**src/rtl/mtx_pix_packer.sv**
```systemverilog
// RAW10 transmit packer: 4 pixels per 64-bit word plus FS/FE/LS/LE control entries, buffered in a tagged FIFO.
// Optional build macro MTX_TESTPAT_EN replaces PIX_DATA with an internal 10-bit ramp while TP_ON=1.
module mtx_pix_packer #(
  parameter int unsigned FIFO_DEPTH = 8,
  parameter logic [5:0]  DATA_TYPE  = 6'h2B,
  parameter logic [1:0]  VC_ID      = 2'd0
) (
  input  logic        PCK,
  input  logic        RST,
  input  logic        PIX_VSYNC,
  input  logic        PIX_DE,
  input  logic [9:0]  PIX_DATA,
  input  logic        TP_ON,
  input  logic        iMIPI_TX0_READY,
  output logic        oMIPI_TX0_VALID,
  output logic [63:0] oMIPI_TX0_DATA,
  output logic [2:0]  oMIPI_TX0_TAG,
  output logic [5:0]  oMIPI_TX0_TYPE,
  output logic [1:0]  oMIPI_TX0_VC,
  output logic        MTX_OVF,
  output logic [8:0]  MTX_LINE_WORDS
);

  typedef enum logic [2:0] {
    TAG_DATA = 3'd0,
    TAG_FS   = 3'd1,
    TAG_FE   = 3'd2,
    TAG_LS   = 3'd3,
    TAG_LE   = 3'd4
  } tag_e;

  localparam int AW = $clog2(FIFO_DEPTH);
  localparam logic [AW:0] PTR_ONE = 1;

  // ---------------------------------------------------------------- timing edges
  logic vs_q, de_q;
  // An edge only counts once its input has been seen low since reset, so a
  // reset in the middle of a frame or line never fakes a start event.
  logic vs_armed, de_armed;
  logic vs_rise, vs_fall, de_rise, de_fall, pix_acc;

  // NOTE: sequential state uses non-blocking assignments so every register
  // samples the pre-edge values of its neighbours.
  always_ff @(posedge PCK) begin
    if (RST) begin
      vs_q     <= 1'b0;
      de_q     <= 1'b0;
      vs_armed <= 1'b0;
      de_armed <= 1'b0;
    end else begin
      vs_q <= PIX_VSYNC;
      de_q <= PIX_DE;
      if (!PIX_VSYNC) vs_armed <= 1'b1;
      if (!PIX_DE)    de_armed <= 1'b1;
    end
  end

  assign vs_rise = PIX_VSYNC  & ~vs_q & vs_armed;
  assign vs_fall = ~PIX_VSYNC & vs_q  & vs_armed;
  assign de_rise = PIX_DE     & ~de_q & de_armed;
  assign de_fall = ~PIX_DE    & de_q  & de_armed;
  assign pix_acc = PIX_DE & de_armed;

  // ---------------------------------------------------------------- pixel source
  logic [9:0] pix_val;

`ifdef MTX_TESTPAT_EN
  logic [9:0] ramp;
  logic [9:0] ramp_cur;

  assign ramp_cur = de_rise ? 10'd0 : ramp;
  assign pix_val  = TP_ON ? ramp_cur : PIX_DATA;

  always_ff @(posedge PCK) begin
    if (RST) begin
      ramp <= 10'd0;
    end else if (pix_acc) begin
      ramp <= ramp_cur + 10'd1;
    end
  end
`else
  logic unused_tp_on;
  assign unused_tp_on = TP_ON;
  assign pix_val      = PIX_DATA;
`endif

  // ---------------------------------------------------------------- packing
  logic [1:0]  slot;
  logic [39:0] shadow, shadow_ins, data_word;

  // NOTE: every always_comb output gets a default first so no path can hold
  // an old value and infer a latch.
  always_comb begin
    shadow_ins = shadow;
    unique case (slot)
      2'd0: begin shadow_ins[15:8]  = pix_val[9:2]; shadow_ins[1:0] = pix_val[1:0]; end
      2'd1: begin shadow_ins[23:16] = pix_val[9:2]; shadow_ins[3:2] = pix_val[1:0]; end
      2'd2: begin shadow_ins[31:24] = pix_val[9:2]; shadow_ins[5:4] = pix_val[1:0]; end
      2'd3: begin shadow_ins[39:32] = pix_val[9:2]; shadow_ins[7:6] = pix_val[1:0]; end
    endcase
  end

  logic set_data;
  assign set_data = (pix_acc && slot == 2'd3) || (!pix_acc && de_fall && slot != 2'd0);

  always_ff @(posedge PCK) begin
    if (RST) begin
      slot      <= 2'd0;
      shadow    <= '0;
      data_word <= '0;
    end else if (pix_acc) begin
      slot <= slot + 2'd1;
      if (slot == 2'd3) begin
        data_word <= shadow_ins;
        shadow    <= '0;
      end else begin
        shadow <= shadow_ins;
      end
    end else if (de_fall && slot != 2'd0) begin
      data_word <= shadow;
      shadow    <= '0;
      slot      <= 2'd0;
    end
  end

  // ---------------------------------------------------------------- pending events and push arbitration
  logic pend_data, pend_fs, pend_fe, pend_ls, pend_le;
  logic gnt_data, gnt_fs, gnt_fe, gnt_ls, gnt_le;
  logic        push;
  tag_e        push_tag;
  logic [63:0] push_data;

  always_comb begin
    push      = 1'b0;
    push_tag  = TAG_DATA;
    push_data = '0;
    gnt_data  = 1'b0;
    gnt_fs    = 1'b0;
    gnt_fe    = 1'b0;
    gnt_ls    = 1'b0;
    gnt_le    = 1'b0;
    if (pend_ls) begin
      push = 1'b1; push_tag = TAG_LS; gnt_ls = 1'b1;
    end else if (pend_data) begin
      push = 1'b1; push_tag = TAG_DATA; gnt_data = 1'b1;
      push_data = {24'd0, data_word};
    end else if (pend_le) begin
      push = 1'b1; push_tag = TAG_LE; gnt_le = 1'b1;
    end else if (pend_fs) begin
      push = 1'b1; push_tag = TAG_FS; gnt_fs = 1'b1;
    end else if (pend_fe) begin
      push = 1'b1; push_tag = TAG_FE; gnt_fe = 1'b1;
    end
  end

  // A flag set in the same cycle its previous instance is granted stays set.
  always_ff @(posedge PCK) begin
    if (RST) begin
      pend_data <= 1'b0;
      pend_fs   <= 1'b0;
      pend_fe   <= 1'b0;
      pend_ls   <= 1'b0;
      pend_le   <= 1'b0;
    end else begin
      pend_data <= set_data | (pend_data & ~gnt_data);
      pend_fs   <= vs_rise  | (pend_fs   & ~gnt_fs);
      pend_fe   <= vs_fall  | (pend_fe   & ~gnt_fe);
      pend_ls   <= de_rise  | (pend_ls   & ~gnt_ls);
      pend_le   <= de_fall  | (pend_le   & ~gnt_le);
    end
  end

  // ---------------------------------------------------------------- tagged FIFO
  logic [66:0] mem [FIFO_DEPTH];
  logic [AW:0] wr_ptr, rd_ptr;
  logic        empty, full, pop, wr_en, drop;
  logic [66:0] head;

  assign empty = (wr_ptr == rd_ptr);
  assign full  = (wr_ptr[AW] != rd_ptr[AW]) && (wr_ptr[AW-1:0] == rd_ptr[AW-1:0]);
  assign pop   = ~empty & iMIPI_TX0_READY;
  assign wr_en = push & (~full | pop);
  assign drop  = push & full & ~pop;

  // NOTE: the storage array has no reset; only the pointers do, and the
  // head is masked while empty so stale contents never reach the outputs.
  always_ff @(posedge PCK) begin
    if (wr_en) mem[wr_ptr[AW-1:0]] <= {push_tag, push_data};
  end

  always_ff @(posedge PCK) begin
    if (RST) begin
      wr_ptr <= '0;
      rd_ptr <= '0;
    end else begin
      if (wr_en) wr_ptr <= wr_ptr + PTR_ONE;
      if (pop)   rd_ptr <= rd_ptr + PTR_ONE;
    end
  end

  assign head            = mem[rd_ptr[AW-1:0]];
  assign oMIPI_TX0_VALID = ~empty;
  assign oMIPI_TX0_DATA  = empty ? 64'd0 : head[63:0];
  assign oMIPI_TX0_TAG   = empty ? 3'd0  : head[66:64];
  assign oMIPI_TX0_TYPE  = DATA_TYPE;
  assign oMIPI_TX0_VC    = VC_ID;

  // ---------------------------------------------------------------- status
  logic [8:0] word_cnt;

  always_ff @(posedge PCK) begin
    if (RST) begin
      MTX_OVF        <= 1'b0;
      word_cnt       <= 9'd0;
      MTX_LINE_WORDS <= 9'd0;
    end else begin
      if (drop)                                 MTX_OVF <= 1'b1;
      else if (wr_en && push_tag == TAG_FS)     MTX_OVF <= 1'b0;

      if (wr_en && push_tag == TAG_LS)          word_cnt <= 9'd0;
      else if (wr_en && push_tag == TAG_DATA && word_cnt != 9'd511)
                                                word_cnt <= word_cnt + 9'd1;

      if (wr_en && push_tag == TAG_LE)          MTX_LINE_WORDS <= word_cnt;
    end
  end

endmodule

```
**config.mk**
```make
export PLATFORM = sky130hd
export DESIGN_NAME = mtx_pix_packer
export DESIGN_NICKNAME = d
export VERILOG_FILES = /design/src/rtl/mtx_pix_packer.sv
export SDC_FILE = /design/constraint.sdc
export NUM_CORES = 1
export LEC_CHECK = 0
export BUFFER_PORTS_ARGS = -buffer_cell sky130_fd_sc_hd__buf_4
export CORE_MARGIN = 2
export CORE_UTILIZATION = 50
export DETAILED_ROUTE_END_ITERATION = 10
export GPL_TIMING_DRIVEN = 0
export PLACE_DENSITY = 0.71
export SYNTH_ARGS = -nofsm -noshare
export SYNTH_HDL_FRONTEND = slang
export SYNTH_SLANG_ARGS = --single-unit
```
**constraint.sdc**
```tcl
create_clock -name PCK -period 8.8 [get_ports PCK]
set_clock_uncertainty 0.2 [all_clocks]
set_input_delay 0.44 -clock PCK [delete_from_list [all_inputs] [get_ports PCK]]
set_output_delay 0.44 -clock PCK [all_outputs]
set_load 0.05 [all_outputs]
```
==> impl_metrics.json, run 1 <==
{
  "synthTopCellsByArea": "edfxtp_1 55%, dfxtp_1 13%, mux4_2 10%",
  "ant_nets": 0,
  "cts.repair.resized": 0,
  "worstMarginPinSlew_ps": 979.7,
  "setup_violations": 0,
  "synth_cells": 1194,
  "whs_endpoint": "shadow[2]",
  "die_w_um": 197.5,
  "synth_fa_ha_area_frac": 0.005346,
  "clock.fmax_mhz": 274.1,
  "final_cell_mix": "344 x edfxtp_1, 132 x nor2_1, 121 x dfxtp_1",
  "core_um2": 36790,
  "drive_gt1_frac": 0.2253,
  "reg2reg_depth": 6,
  "critical_path_required_ps": 8160,
  "num_rows": 70,
  "ys_ff_latch": 465,
  "grt_pass1_vias": 10833,
  "rrSetupSlack_ps": 5840,
  "gr-max-usage-layer": "met2",
  "tns_ps": 0,
  "syn_avg_cell_area_um2": 15.68,
  "synth_flop_cell": "edfxtp_1",
  "status": "finished, final reports clean",
  "wl_per_cell_um": 21.85,
  "num_vias": 10712,
  "area_growth_pct": 14.90,
  "num_io_pins": 102,
  "rr_endpoint": "mem[5][24]",
  "initial_core_util": 0.5090,
  "grt_max_degree": 29,
  "cts_tree": "yes",
  "hp-class": "in -> reg",
  "synthSimpleGateAreaFrac": 0.08480,
  "layout_commonest_cell": "edfxtp_1",
  "dpl.hpwl_um": 25530,
  "synth-async-reset-ratio": 0,
  "synth_top_area_frac": 0.5517,
  "viasPerCell": 5.778,
  "power_leakage_nw": 7.606,
  "synth_compound_area_frac": 0.04999,
  "min_period_over_period": 0.4146,
  "numCtsBuffers": 45,
  "grt_util_met2": 0.3447,
  "die_h_um": 197.5,
  "drcViolationCount": 0,
  "nets": 1374,
  "synthMuxAreaShare": 0.1399,
  "synth_top_family_by_area": "multiplexers",
  "pwr_density_cell_nw_per_um2": 220.6,
  "grt_use_total": 0.2120,
  "max_slew_margin": 0.3469,
  "io_buffers": 68,
  "synth_edf_count": 344,
  "hold_depth": 3,
  "antenna_found_initial": 1,
  "ir_drop_mv": 0.1469,
  "dieArea_um2": 39010,
  "first_pass_iters": 5,
  "yosysSeqAreaShare": 0.6811,
  "cts.clk_slew.worst_paths_ps": 60,
  "htree_levels": 2,
  "synth.largest_area_cell": "edfxtp_1",
  "max_cap_viol_count": 0,
  "gp_congestion": 0.8383,
  "wl_um": 40510,
  "cp-start-kind": "flop",
  "design_area_um2": 21510,
  "min_from": "PIX_DATA[0]",
  "ys_types": 65,
  "root_buffer": "clkbuf_16",
  "met1_usage": 0.3038,
  "clk_latency_ps": 550,
  "grt_pass1_wl_um": 62670,
  "cts_sinks": 465,
  "yosys_warnings": 0,
  "path_class": "reg -> out",
  "finalHoldViolCount": 0,
  "finalCriticalPeriod_ps": 3649,
  "clock_path_buffers": 3,
  "dr.first_iter.drc_count": 910,
  "rsz0062_at_grt": "false",
  "syn_area_um2": 18720,
  "overflow": 0,
  "synth_xor_area_frac": 0.003141,
  "dpl_cell_area_um2": 20140,
  "worstSetupEndpointType": "output port",
  "slew_viol_final": 0,
  "timing.rr.start": "wr_ptr[0]",
  "worstPathArrival_ps": 3010,
  "worstPathMaxFanout": 10,
  "post_cts_buffers": 0,
  "grt_use_met3": 0.03159
}
==> worst max-delay path by stage <==
stage	slack, ps	cells after the start	to
2_1_floorplan	5740	6	wr_ptr[3]
3_3_place_gp	4410	6	wr_ptr[3]
3_5_place_dp	5740	7	oMIPI_TX0_DATA[31]
4_1_cts	5160	7	oMIPI_TX0_DATA[31]
5_1_grt	5090	7	oMIPI_TX0_DATA[31]
6_report	5150	7	oMIPI_TX0_DATA[31]
==> cell families after synthesis <==
| logic type | after synthesis |
|---|---|
| DFF | 465 |
| AOI/OAI and AO/OA | 121 |
| and+or+nand+nor | 321 |
| muxes | 153 |
| xor gates and xnor gates | 5 |
| adders and majority gates | 8 |
| buffers and inverters | 119 |
| other | 2 |
==> worst max-delay path, stage by stage (launching register included) <==
cell and delay [ps]:
dfxtp_1 310, buf_2 220, buf_2 360, buf_1 670, mux4_2 400, mux2i_1 220, nor2_1 70, buf_4 190
==> through the flow <==
stage	hold slack (ps)	setup WS (ps)	util	instances	power [W]
after floorplan	229.5	5741	-	1224	0.002852
after global placement	241.3	4407	0.5418	1760	0.003015
after detailed placement	244.1	5737	0.5474	1769	0.003024
after CTS	31.23	5164	0.5848	1853	0.004782
after global routing	45.58	5093	0.5848	1853	0.004907
final	50.08	5151	0.5848	1854	0.004745
==> cell type report <==
class                   instances  area, um^2
inverters                      13       48.80
plain buffers                 106       613.1
multi-input cells             640        5445
repair buffers                 79       710.7
well taps                     468       585.6
diodes                          1       2.502
clock buffers                  54        1202
fillers                      2841       15270
clock inverters                28       152.6
flip-flops and latches        465       12750
==> sequential cells by signal, summed over array words and instances, names as in the netlist, 2 cells and up, named ones only <==
register / flops
rd_ptr: 4
data_word: 40
wr_ptr: 4
word_cnt: 9
mem: 344
shadow: 40
MTX_LINE_WORDS: 9
slot: 2
==> layer usage <==
metal	vias to the layer above	part of all wire	wire, um
li1	4820	-	-
met1	5467	0.43	17480
met2	366	0.49	19650
met3	59	0.063	2548
met4	0	0.020	828
met5	-	0	0
==> report_power, final <==
| group | switching (W) | internal, W | leakage (nW) |
|---|---|---|---|
| registers | 0.00000885 | 0.00235 | 4.63 |
| logic | 0.000395 | 0.000216 | 2.31 |
| clock network | 0.000777 | 0.000999 | 0.660 |
| total | 0.00118 | 0.00356 | 7.61 |
==> synth_stat cells (3+ instances only) <==
master    number
and4b_1        3
nor2b_1        6
buf_1          8
or3_1          3
buf_6          6
nor3b_1        4
a311oi_1      30
inv_1         13
nor3b_2        3
o21ai_0        5
buf_4         40
dfxtp_1      121
and2_1        52
a21oi_1       15
mux2i_1       64
edfxtp_1     344
nor2_1       132
buf_2         16
nand2_1       58
nand3_1       32
mux4_2        86
a211oi_1      10
o32ai_1        7
nand3b_1       3
clkbuf_1      36
a22oi_1       33
ha_1           8
xor2_1         3
==> what timing repair did <==
item	CTS	global route
setup endpoints to repair	0	0
hold endpoints to repair	3	0
hold buffers	2	0
Power figures use the tool's default switching activity.
==> run 2: changes to the inputs <==
--- a/config.mk
+++ b/config.mk
@@ -5,12 +5,13 @@
 export SDC_FILE = /design/constraint.sdc
 export NUM_CORES = 1
 export LEC_CHECK = 0
+export ABC_AREA = 1
 export BUFFER_PORTS_ARGS = -buffer_cell sky130_fd_sc_hd__buf_4
 export CORE_MARGIN = 2
 export CORE_UTILIZATION = 50
 export DETAILED_ROUTE_END_ITERATION = 10
 export GPL_TIMING_DRIVEN = 0
-export PLACE_DENSITY = 0.71
+export PLACE_DENSITY = 0.74
 export SYNTH_ARGS = -nofsm -noshare
 export SYNTH_HDL_FRONTEND = slang
 export SYNTH_SLANG_ARGS = --single-unit
==> constraint.sdc (replaced) <==
create_clock -name PCK -period 3.18 [get_ports PCK]
set_clock_uncertainty 0.2 [all_clocks]
set_input_delay 0.159 -clock PCK [delete_from_list [all_inputs] [get_ports PCK]]
set_output_delay 0.159 -clock PCK [all_outputs]
set_load 0.05 [all_outputs]
==> run 2 against run 1 <==
  * Routed wire length grew 20%
  * Setup slack got worse by 5100 ps
  * Clock-buffer cell count rose by 6
  * Synthesized cell count rose by 51%
  * Critical path type unchanged
==> impl_metrics.json, run 2 <==
{
  "dr.first_iter.drc_count": 1425,
  "worstPathMaxFanout": 10,
  "ir_drop_mv": 0.3904,
  "layout_commonest_cell": "nor2_1",
  "swShare": 0.3060,
  "power_frac_seq": 0.430,
  "status": "finished, final reports clean",
  "ys_types": 41,
  "max_slew_margin": 0.3891,
  "wl_per_cell_um": 19.39,
  "antenna_found_initial": 0,
  "post_cts_buffers": 0,
  "critPathSlowestCell": "nor2_1",
  "synth_flop_cell": "edfxtp_1",
  "grt_use_total": 0.2386,
  "cts.clk_slew.worst_paths_ps": 60,
  "p_int_w": 0.01071,
  "dpl.cell_count": 2417,
  "synth_edf_count": 344,
  "hp-class": "in -> reg",
  "p_sw_w": 0.004721,
  "io_buffers": 68,
  "slowest_delay_ps": 360,
  "num_vias": 14114,
  "dpl.hpwl_um": 32570,
  "num_io_pins": 102,
  "pwr_density_cell_nw_per_um2": 688.4,
  "clock.fmax_mhz": 320.2,
  "cts_sinks": 465,
  "drcViolationCount": 0,
  "yosys_warnings": 0,
  "path_class": "reg -> out",
  "root_buffer": "clkbuf_16",
  "power_leakage_nw": 7.351,
  "synth_top_area_frac": 0.5372,
  "synth_compound_area_frac": 0.1285,
  "worstSetupEndpointType": "output port",
  "grt_pass1_vias": 13439,
  "synth-async-reset-ratio": 0,
  "die_h_um": 200.1,
  "first_pass_iters": 5,
  "synth_fa_ha_area_frac": 0.005205,
  "synth_cells": 1799,
  "path_delay_family": "buffers and inverters",
  "finalHoldViolCount": 0,
  "crit_buf_inv": 5,
  "initial_core_util": 0.5093,
  "tns_ps": 0,
  "wl_um": 48800,
  "setup_violations": 0,
  "cts_tree": "yes",
  "htree_levels": 2,
  "finalCriticalPeriod_ps": 3123,
  "synth.largest_area_cell": "edfxtp_1",
  "critical_path_required_ps": 2820,
  "grt_pass1_wl_um": 75240,
  "synth_common_cells": "434 x nor2_1, 344 x edfxtp_1, 189 x nand2_1, 175 x o21ai_0, 121 x dfxtp_1",
  "rsz0062_at_grt": "true",
  "overflow": 0,
  "ant_nets": 0,
  "path_cells": "buf_4 > inv_4 > buf_2 > clkbuf_4 > nor2_1 > o32ai_1 > nor2_1 > nor2_1 > buf_4",
  "area_growth_pct": 16.54,
  "worstMarginPinSlew_ps": 914.1,
  "grt_max_degree": 27,
  "synthTopCellsByArea": "edfxtp_1 54%, dfxtp_1 13%, nor2_1 8.5%",
  "clock_path_buffers": 3,
  "comb_power_share": 0.217,
  "crit_top_cell": "nor2_1",
  "slew_viol_final": 0,
  "worstPathArrival_ps": 2760,
  "die_w_um": 200.1,
  "cp-start-kind": "flop",
  "min_period_over_period": 0.9822,
  "nets": 1991,
  "yosys.cell_count.top_type": "nor2_1",
  "numCtsBuffers": 47,
  "synthMuxAreaShare": 0,
  "synth_top_family_by_area": "simple AND/OR/NAND/NOR gates",
  "clkPwrFrac": 0.353,
  "ys_ff_latch": 465,
  "yosysSeqAreaShare": 0.6632,
  "largest_register_ffs": 344,
  "final_cell_mix": "427 x nor2_1, 344 x edfxtp_1, 189 x nand2_1",
  "synth_xor_area_frac": 0.002668,
  "clk_latency_ps": 560,
  "stdcell_count": 2517,
  "gp_congestion": 0.8837,
  "viasPerCell": 5.607,
  "antenna_cells": 0,
  "dieArea_um2": 40040,
  "synthSimpleGateAreaFrac": 0.1464,
  "max_cap_viol_count": 0,
  "num_rows": 71,
  "core_um2": 37760,
  "syn_avg_cell_area_um2": 10.69,
  "syn_area_um2": 19230,
  "drive_gt1_frac": 0.1396
}
run 2: per-stage QoR:
stage                     hold slack (ps)    util  total power, W  setup slack [ps]  area, um^2
final                               146.3  0.5936         0.01543             56.75       22410
after global placement              175.3  0.5431         0.01001             -2171       20500
after detailed placement            181.7  0.5493         0.01006             307.3       20740
after global routing                165.0  0.5936         0.01593            -30.06       22410
after CTS                           132.8  0.5935         0.01545             43.76       22410
after floorplan                     54.89       -        0.008997            -352.4       19350
run 2: path summary, 6_finish.rpt:
check                           depth (start not counted)    start  slack, ps                end
worst min-delay path                                    3   PIX_DE        150           de_armed
worst max register to register                         11  pend_ls        270         mem[6][27]
worst max-delay path                                    9     flop         60  oMIPI_TX0_DATA[0]
worst min register to register                          1     de_q        240            pend_ls
run 2: kinds of logic (layout without fill, tap and decap cells):
group / count (synthesis) / in the layout
AO/OA/AOI/OAI: 416 / 416
XOR/XNOR: 5 / 5
adder cells (fa/ha/maj): 8 / 8
buffers and inverters: 208 / 385
flip-flops: 465 / 465
other: 2 / 32
AND/OR/NAND/NOR: 695 / 695
run 2: power by group through the flow:
| stage | clock network (W) | registers (W) | logic [W] |
|---|---|---|---|
| finish | 0.00545 | 0.00663 | 0.00335 |
| global route | 0.00574 | 0.00664 | 0.00355 |
| CTS | 0.00549 | 0.00663 | 0.00333 |
| detailed placement | 0 | 0.00675 | 0.00331 |
| global placement | 0 | 0.00676 | 0.00325 |
| floorplan | 0 | 0.00675 | 0.00225 |
run 2: area by class of cell:
cell class | instances | area [um^2]
fillers | 2990 | 15340
flip-flops and latches | 465 | 12750
multi-input cells | 1156 | 5622
clock buffers | 60 | 1259
repair buffers | 91 | 833.3
plain buffers | 149 | 809.5
well taps | 511 | 639.4
clock inverters | 28 | 274.0
inverters | 57 | 221.5
run 2: repair_timing:
item / in CTS / in global routing
hold buffers: 14 / 0
resized for setup: 1 / 6
hold endpoints to repair: 71 / 0
setup endpoints to repair: 3 / 10
run 2: tightest hold or removal path, delay by kind of cell:
family / cells / cell delay, ps
buf+inv: 2 / 640
compound gates: 1 / 60
run 2: per-layer routing:
layer | share of wire | vias to the layer above | GRT usage
met5 | 0 | - | 0
met4 | 0.029 | 0 | 0.08689
met3 | 0.075 | 106 | 0.03563
li1 | - | 6594 | -
met1 | 0.42 | 6798 | 0.3297
met2 | 0.48 | 616 | 0.3855
